## src/rtl/tc_multi_if.sv

```systemverilog
// Device-bus bundle for the timer/counter block: word address, byte-enabled
// write strobe and data, combinational read data and the combined IRQ line.
interface tc_multi_if;
    logic [3:0]  ADD_I;
    logic        WE_I;
    logic [3:0]  BE;
    logic [31:0] DAT_I;
    logic [31:0] DAT_O;
    logic        IRQ;

    modport master (output ADD_I, WE_I, BE, DAT_I, input DAT_O, IRQ);
    modport slave  (input ADD_I, WE_I, BE, DAT_I, output DAT_O, IRQ);
endinterface

```

## src/rtl/tc_multi.sv

```systemverilog
// Multi-channel down-counter timer: NCH channels of CTRL/PRESET/COUNT/STATUS,
// one-shot or auto-reload, sticky W1C pending bits OR-ed into a single IRQ.
module tc_multi_chan #(
    parameter int CW = 32
) (
    input  logic        clk_i,
    input  logic        rst_i,
    input  logic        we_i,
    input  logic [1:0]  sel_i,
    input  logic [3:0]  be_i,
    input  logic [31:0] dat_i,
    output logic [31:0] rdata_o,
    output logic        irq_o
);
    typedef enum logic [1:0] {IDLE, LOAD, CNT, INT} state_t;
    localparam logic [CW-1:0] ONE = CW'(1);

    state_t          state_q, state_d;
    logic [3:0]      ctrl_q, ctrl_d;
    logic [CW-1:0]   preset_q, preset_d, count_q, count_d;
    logic            pend_q, pend_d;
    logic            en, reload, wr_ctrl, wr_preset, clr_pend;
    logic            unused_bits;

    assign en          = ctrl_q[0];
    assign reload      = |ctrl_q[2:1];
    assign wr_ctrl     = we_i && (sel_i == 2'd0);
    assign wr_preset   = we_i && (sel_i == 2'd1);
    assign clr_pend    = we_i && (sel_i == 2'd3) && be_i[0] && dat_i[0];
    assign unused_bits = ^{dat_i, be_i};

    always_ff @(posedge clk_i) begin
        if (rst_i) state_q <= IDLE;
        else       state_q <= state_d;
    end

    always_comb begin
        state_d = state_q;
        case (state_q)
            IDLE: if (en) state_d = LOAD;
            LOAD: state_d = CNT;
            CNT: begin
                if (!en)               state_d = IDLE;
                else if (count_q <= ONE) state_d = INT;
            end
            INT: state_d = reload ? CNT : IDLE;
            default: state_d = IDLE;
        endcase
    end

    // Priority order matters: the INT set beats a W1C, a bus CTRL write beats
    // the one-shot EN clear.
    always_comb begin
        ctrl_d  = ctrl_q;
        count_d = count_q;
        pend_d  = pend_q;
        case (state_q)
            LOAD: count_d = preset_q;
            CNT:  if (en) count_d = (count_q > ONE) ? count_q - ONE : '0;
            INT: begin
                if (reload) count_d = preset_q;
                else        ctrl_d[0] = 1'b0;
            end
            default: ;
        endcase
        if (clr_pend)         pend_d = 1'b0;
        if (state_q == INT)   pend_d = 1'b1;
        if (wr_ctrl && be_i[0]) ctrl_d = dat_i[3:0];
    end

    for (genvar i = 0; i < CW; i++) begin : g_pre
        assign preset_d[i] = (wr_preset && be_i[i/8]) ? dat_i[i] : preset_q[i];
    end

    always_ff @(posedge clk_i) begin
        if (rst_i) begin
            ctrl_q   <= '0;
            preset_q <= '0;
            count_q  <= '0;
            pend_q   <= 1'b0;
        end else begin
            ctrl_q   <= ctrl_d;
            preset_q <= preset_d;
            count_q  <= count_d;
            pend_q   <= pend_d;
        end
    end

    always_comb begin
        case (sel_i)
            2'd0:    rdata_o = {28'b0, ctrl_q};
            2'd1:    rdata_o = 32'(preset_q);
            2'd2:    rdata_o = 32'(count_q);
            default: rdata_o = {31'b0, pend_q};
        endcase
    end

    assign irq_o = pend_q & ctrl_q[3];
endmodule

module tc_multi #(
    parameter int NCH = 2,
    parameter int CW  = 32
) (
    input  logic        CLK_I,
    input  logic        RST_I,
    tc_multi_if.slave   bus
);
    logic [31:0] rd_ch [4];
    logic [3:0]  irq_ch;

    // Unpopulated channel slots read 0 and swallow writes.
    for (genvar c = 0; c < 4; c++) begin : g_ch
        if (c < NCH) begin : g_on
            tc_multi_chan #(.CW(CW)) u_ch (
                .clk_i   (CLK_I),
                .rst_i   (RST_I),
                .we_i    (bus.WE_I && (bus.ADD_I[3:2] == 2'(c))),
                .sel_i   (bus.ADD_I[1:0]),
                .be_i    (bus.BE),
                .dat_i   (bus.DAT_I),
                .rdata_o (rd_ch[c]),
                .irq_o   (irq_ch[c])
            );
        end else begin : g_off
            assign rd_ch[c]  = '0;
            assign irq_ch[c] = 1'b0;
        end
    end

    assign bus.DAT_O = rd_ch[bus.ADD_I[3:2]];
    assign bus.IRQ   = |irq_ch;
endmodule
```

## src/flat_wrapper.sv

```systemverilog
// flat-port wrapper written by rule: the top's interface ports become plain ports
module tc_multi_flat 
#(
    parameter int NCH = 2,
    parameter int CW  = 32
)
  (CLK_I, RST_I, bus_ADD_I, bus_WE_I, bus_BE, bus_DAT_I, bus_DAT_O, bus_IRQ);
  tc_multi_if bus_i ();
  input  logic CLK_I;
  input  logic RST_I;
  input wire logic [$bits(bus_i.ADD_I)-1:0] bus_ADD_I;
  input wire logic [$bits(bus_i.WE_I)-1:0] bus_WE_I;
  input wire logic [$bits(bus_i.BE)-1:0] bus_BE;
  input wire logic [$bits(bus_i.DAT_I)-1:0] bus_DAT_I;
  output wire logic [$bits(bus_i.DAT_O)-1:0] bus_DAT_O;
  output wire logic [$bits(bus_i.IRQ)-1:0] bus_IRQ;
  assign bus_i.ADD_I = bus_ADD_I;
  assign bus_i.WE_I = bus_WE_I;
  assign bus_i.BE = bus_BE;
  assign bus_i.DAT_I = bus_DAT_I;
  assign bus_DAT_O = bus_i.DAT_O;
  assign bus_IRQ = bus_i.IRQ;
  tc_multi #(.NCH(NCH), .CW(CW)) u_core (.CLK_I(CLK_I), .RST_I(RST_I), .bus(bus_i));
endmodule
```

## config.mk

```make
export PLATFORM = sky130hd
export DESIGN_NAME = tc_multi_flat
export DESIGN_NICKNAME = d
export VERILOG_FILES = /design/src/rtl/tc_multi_if.sv /design/src/rtl/tc_multi.sv /design/src/flat_wrapper.sv
export SDC_FILE = /design/constraint.sdc
export NUM_CORES = 1
export LEC_CHECK = 0
export CAP_MARGIN = 20
export CELL_PAD_IN_SITES_DETAIL_PLACEMENT = 2
export CELL_PAD_IN_SITES_GLOBAL_PLACEMENT = 2
export CORE_ASPECT_RATIO = 0.8
export CORE_MARGIN = 4
export CORE_UTILIZATION = 34
export CTS_CLUSTER_DIAMETER = 80
export CTS_CLUSTER_SIZE = 25
export DETAILED_ROUTE_END_ITERATION = 8
export GPL_TIMING_DRIVEN = 0
export PLACE_DENSITY_LB_ADDON = 0.12
export SLEW_MARGIN = 30
export SYNTH_ARGS = -nofsm -noshare
export SYNTH_HDL_FRONTEND = slang
export SYNTH_SLANG_ARGS = --single-unit
```

## constraint.sdc

```tcl
create_clock -name CLK_I -period 3 [get_ports CLK_I]
set_input_delay 0.45 -clock CLK_I [delete_from_list [all_inputs] [get_ports CLK_I]]
set_output_delay 0.45 -clock CLK_I [all_outputs]
set_load 0.02 [all_outputs]
```

* Word-level counts from Yosys, hierarchy flattened
Index checks and enable logic that the tools add are counted.
Storage, ports and cells: output and inout bits 33, memories 0, logic and storage cells 122, latch bits 0, memory bits (read-only) 0, input port bits 43, flip-flop bits (word level) 142, RAM bits 0
Operators by class: $mul 0, bitwise logic cells 3, add/sub/neg operators 2, reductions and logical operators 41, mux-type cells 33, order comparisons 5, eq/ne operators 20, div/mod/pow operators 0, shifts and indexed selects 0
Operator list (count):
- $pmux 32 s3 | 4
- $mux 32 | 8
- $bmux 32 s2 | 1
- $gt 32x1->1 const B | 2
- $le 32x1->1 const B | 2
- $sub 32x1->32 const B | 2
- $logic_and 1x1->1 | 22
- $mux 2 | 8
- $pmux 2 s4 | 2
- $eq 2x2->1 const B | 6
- $ne 2x2->1 const B | 6
- $mux 1 | 10
- $eq 2x1->1 const B | 4
- $logic_not 2->1 | 4
- $reduce_and 2->1 | 4
- $reduce_bool 2->1 | 4
- $ne 3x3->1 const B | 2
- $reduce_and 3->1 | 2
- $reduce_bool 3->1 | 2
- $reduce_or 2->1 | 3
- $ne 2x1->1 const B | 2
- $ge 3x3->1 const B | 1
- $not 2->3 | 1
- $and 1x1->1 | 2

* Depth between registers and ports, before layout
depth after elaboration 7, mapped depth 8

* Hierarchy
A second synthesis with hierarchy kept.
Unflattened totals: cells, all modules 1096, area, all modules 8499.4 um2
By module, submodules not included:
- tc_multi_chan at u_core.g_ch[0].g_on.u_ch | times used 1, cells each 515, sequential area each 1421.4 um2, area each 3990.1 um2
- tc_multi_chan at u_core.g_ch[1].g_on.u_ch | times used 1, cells each 506, sequential area each 1421.4 um2, area each 3957.5 um2
- tc_multi | times used 1, cells each 75, sequential area each 0.0 um2, area each 551.8 um2

* Worst setup path after synthesis
Ideal clock, no wire load.
path type input port to output port, from input bus_ADD_I[0], to output bus_DAT_O[10], path slack 0.873 ns, cell stages on the path 5, path buffers 2, required time 2.550 ns, arrival time 1.677 ns, cell sequence nor2b_1 clkbuf_1 clkbuf_1 a22oi_1 o22ai_1
On the way: word-level cells in the longest chain between the ends 5, elaborated cells between the ends (all ways) 8, classes of those cells eq/ne (2); mux (5); reduce/logical (1)
RTL lines:
- start: declaration | line flat_wrapper.sv:11 | input wire logic [$bits(bus_i.ADD_I)-1:0] bus_ADD_I;
- $eq 2x2->1 (tied with other cells) | line tc_multi.sv:90 | case (sel_i)
- $pmux 32 s3 | line tc_multi.sv:90
- $bmux 32 s2 (*) | line tc_multi.sv:131 | assign bus.DAT_O = rd_ch[bus.ADD_I[3:2]];
- $mux 32 (implied by the code) (*) (2 in a row) | line tc_multi.sv:131
- end: declaration | line flat_wrapper.sv:15 | output wire logic [$bits(bus_i.DAT_O)-1:0] bus_DAT_O;
Every way passes the cells marked *; elsewhere a longest branch is shown, timed or not. The select of a mux whose other input is x is not followed.

* Final worst setup path
from input bus_ADD_I[0], to output bus_DAT_O[30]
Same word-level chain as after synthesis.

==> results.py <==
metrics = {
    "worst_hold_path": {
        "hp-start": "u_core.g_ch[0].g_on.u_ch.preset_q[24]",
        "hp-class": "register to register",
    },
    "timing": {
        "max_slew_margin_pct": 32.61,
        "post-route-min-period_ns": 2.916,
        "slew_viol_final": 0,
        "fmax_mhz": 342.9,
        "clock_skew_ns": 0.01293,
        "worst_slew_pin_slew_ns": 1.011,
        "setup_viol": 0,
        "hold_viol_final": 0,
        "fin_tns_setup_ns": 0,
        "fin_crit_sh_pct": 97.22,
    },
    "yosys": {
        "ys_seq_area_share_pct": 34.64,
        "postSynth.asyncResetShare_pct": 0,
        "synth_flop_cell": "dfxtp_1",
        "synth.most_common_cell": "nand2_1",
        "synth_warnings": 0,
        "synth_cell_type_count": 69,
        "avgSynthCellArea_um2": 7.720,
        "synthesis.area_um2": 8207,
        "synth-edff-count": 0,
        "netlist.area_leader.share_pct": 34.64,
        "yosys.area.top_type": "dfxtp_1",
        "synthTopCellsByArea": "dfxtp_1 (35%), nand2_1 (6.8%), a22oi_1 (6.5%)",
        "syn-instance-count": 1063,
        "ys_top_cells_by_count": "nand2_1 (148), dfxtp_1 (142), a21oi_1 (98)",
        "synth_nets": 1110,
        "ys_ff_latch": 142,
    },
    "grt": {
        "grt_usage_pct": 30.51,
        "overflow": 0,
        "first_global_vias": 9841,
        "antenna_found_initial": 0,
        "grt_pass1_wl_um": 62620,
        "grt_max_degree": 17,
    },
    "route": {
        "drt_iter0_drc": 974,
        "dr.pass1.iters": 5,
        "avgViaCountPerCell": 6.495,
        "ant_nets": 0,
        "routed_wl_um": 41600,
        "wl_per_cell_um": 28.10,
        "drc": 0,
        "vias": 9613,
    },
    "die": {
        "row_count": 50,
        "die_y_um": 147.0,
        "io_pins": 76,
        "die_x_um": 181.7,
        "start_util_pct": 34.80,
        "core_region_area_um2": 23590,
        "dieArea_um2": 26700,
    },
    "cells_and_area": {
        "seq_area_um2": 2843,
        "drive_gt1_share_pct": 8.990,
        "antenna_cells": 0,
        "fin_nets": 1203,
        "fillers": 2719,
        "final_cell_area_um2": 9936,
        "multi_input_area_um2": 4882,
        "fin_util_pct": 42.13,
        "fin_cells": 1480,
        "syn2layout_area_growth_pct": 21.07,
    },
    "power": {
        "fin_total_pwr_mw": 4.284,
        "p_switching_mw": 1.093,
        "ir_worst_vdd_mv": 0.4143,
        "leakage_nw": 3.533,
        "clkPwrFrac_pct": 48.6,
        "p_comb_share_pct": 7.0,
        "cellPowerDensity_nw_per_um2": 431.1,
        "sw_frac_of_total_pct": 25.50,
        "p_int_mw": 3.191,
        "p_seq_share_pct": 44.4,
    },
    "clock_network": {
        "cts.sinks": 142,
        "clk_latency_ns": 0.44,
        "cts_tree": "done",
        "cts_max_path_buffers": 2,
        "hold_buffers": 0,
        "numCtsBuffers": 17,
        "path_clk_slew_ns": 0.06,
        "cts.htree.levels": 4,
        "cts_setup_buffers": 0,
        "root_buffer": "clkbuf_16",
    },
    "worst_setup_path": {
        "worst_ep_required_time_ns": 2.55,
        "crit_start": "bus_ADD_I[0]",
        "reg2reg_from": "u_core.g_ch[0].g_on.u_ch.count_q[0]",
        "end_kind": "output pin",
        "crit_path_max_fanout": 10,
        "cp.arrival_ns": 2.47,
        "cp-start-kind": "primary input",
        "critical_path_class": "primary input to output pin",
    },
    "status": {
        "outcome": "finished, final reports clean",
    },
    "placement": {
        "place_congestion": 0.9443,
        "placed_cell_area_um2": 9348,
        "portBuffers": 75,
        "dp_hpwl_um": 31080,
        "dp_cells": 1450,
    },
    "flow_run": {
        "maxCapViolCount": 0,
    },
}
[worst max-delay path, stage by stage]
cell and delay, ns:
clkdlybuf4s50_1 0.54, nor2b_2 0.21, clkbuf_8 0.22, clkbuf_4 0.25
a22oi_1 0.13, o22ai_1 0.28, dlygate4sd2_1 0.38
[cells by family (layout without fill, tap and decap cells)]
family | count (synthesis) | after routing | share of synthesized area (%)
mux | 30 | 30 | 3.979
buf+inv | 129 | 234 | 6.388
flops | 142 | 142 | 34.64
simple gates | 413 | 413 | 25.60
compound gates | 345 | 345 | 28.78
fa+ha+maj | 4 | 4 | 0.6099
[metal layers]
metal | GRT usage, % | wire (um)
met5 | 0 | 0
met4 | 8.327 | 901
met3 | 6.535 | 3476
met2 | 46.21 | 18120
met1 | 43.92 | 19100
[stage by stage]
step	hold WS, ns	setup WS, ns
5_1_grt	0.5035	-0.008187
4_1_cts	0.4749	0.009045
3_5_place_dp	0.4659	-1.030
3_3_place_gp	0.4622	-0.9941
2_1_floorplan	0.4413	0.8734
6_report	0.4762	0.08355
[final timing paths]
kind	to	slack (ns)	cells past startpoint
hold / removal	u_core.g_ch[0].g_on.u_ch.preset_q[24]	0.48	2
hold reg to reg	u_core.g_ch[0].g_on.u_ch.preset_q[24]	0.48	2
setup reg to reg	u_core.g_ch[0].g_on.u_ch.count_q[24]	0.12	7
setup / recovery	bus_DAT_O[30]	0.08	7
[placed cells by master (no fill, tap or decap), types with 5 or more instances in the layout]
master and n:
a21oi_1 98, a22oi_1 71, a31oi_1 38, a32oi_1 28
and2_1 10, and3_1 15, buf_2 11, buf_6 5
clkbuf_1 60, clkbuf_16 17, clkbuf_2 16, clkbuf_4 10
clkdlybuf4s50_1 43, clkinv_2 5, dfxtp_1 142, dlygate4sd2_1 17
inv_1 34, mux2i_1 27, nand2_1 148, nand3_1 36
nand3b_1 5, nand4_1 19, nor2_1 62, nor2b_1 8
nor3_1 35, nor4_1 12, nor4_2 5, o211ai_1 9
o21ai_0 13, o22ai_1 26, o32ai_1 22, or2_2 6
or3_1 14, or4_1 8
[power groups by stage]
| stage | Sequential, mW | Combinational [mW] | Clock, mW |
|---|---|---|---|
| floorplan | 1.94 | 0.120 | 0 |
| global placement | 1.94 | 0.277 | 0 |
| detailed placement | 1.94 | 0.280 | 0 |
| CTS | 1.90 | 0.292 | 2.09 |
| global route | 1.90 | 0.317 | 2.19 |
| finish | 1.90 | 0.301 | 2.08 |
[state kept, by name, indices dropped and copies added (netlist names)]
register	count
u_core.g_ch.g_on.u_ch.state_q	4
u_core.g_ch.g_on.u_ch.count_q	64
u_core.g_ch.g_on.u_ch.pend_q	2
u_core.g_ch.g_on.u_ch.preset_q	64
u_core.g_ch.g_on.u_ch.ctrl_q	8
[what timing repair did]
action                                  CTS  global route
pin swaps                                 0             0
resized for setup                        67            37
endpoints found under the setup margin   32            44
[cell type report]
cell class                      count  share of cell area, %
Timing Repair Buffer               75                  6.863
Clock inverter                      7                 0.6296
Inverter                           34                  1.284
Sequential cell                   142                  28.61
Tap cell                          312                  3.929
Multi-Input combinational cell    792                  49.14
Buffer                             94                  4.697
Clock buffer                       24                  4.848
Power figures use the tool's default switching activity.
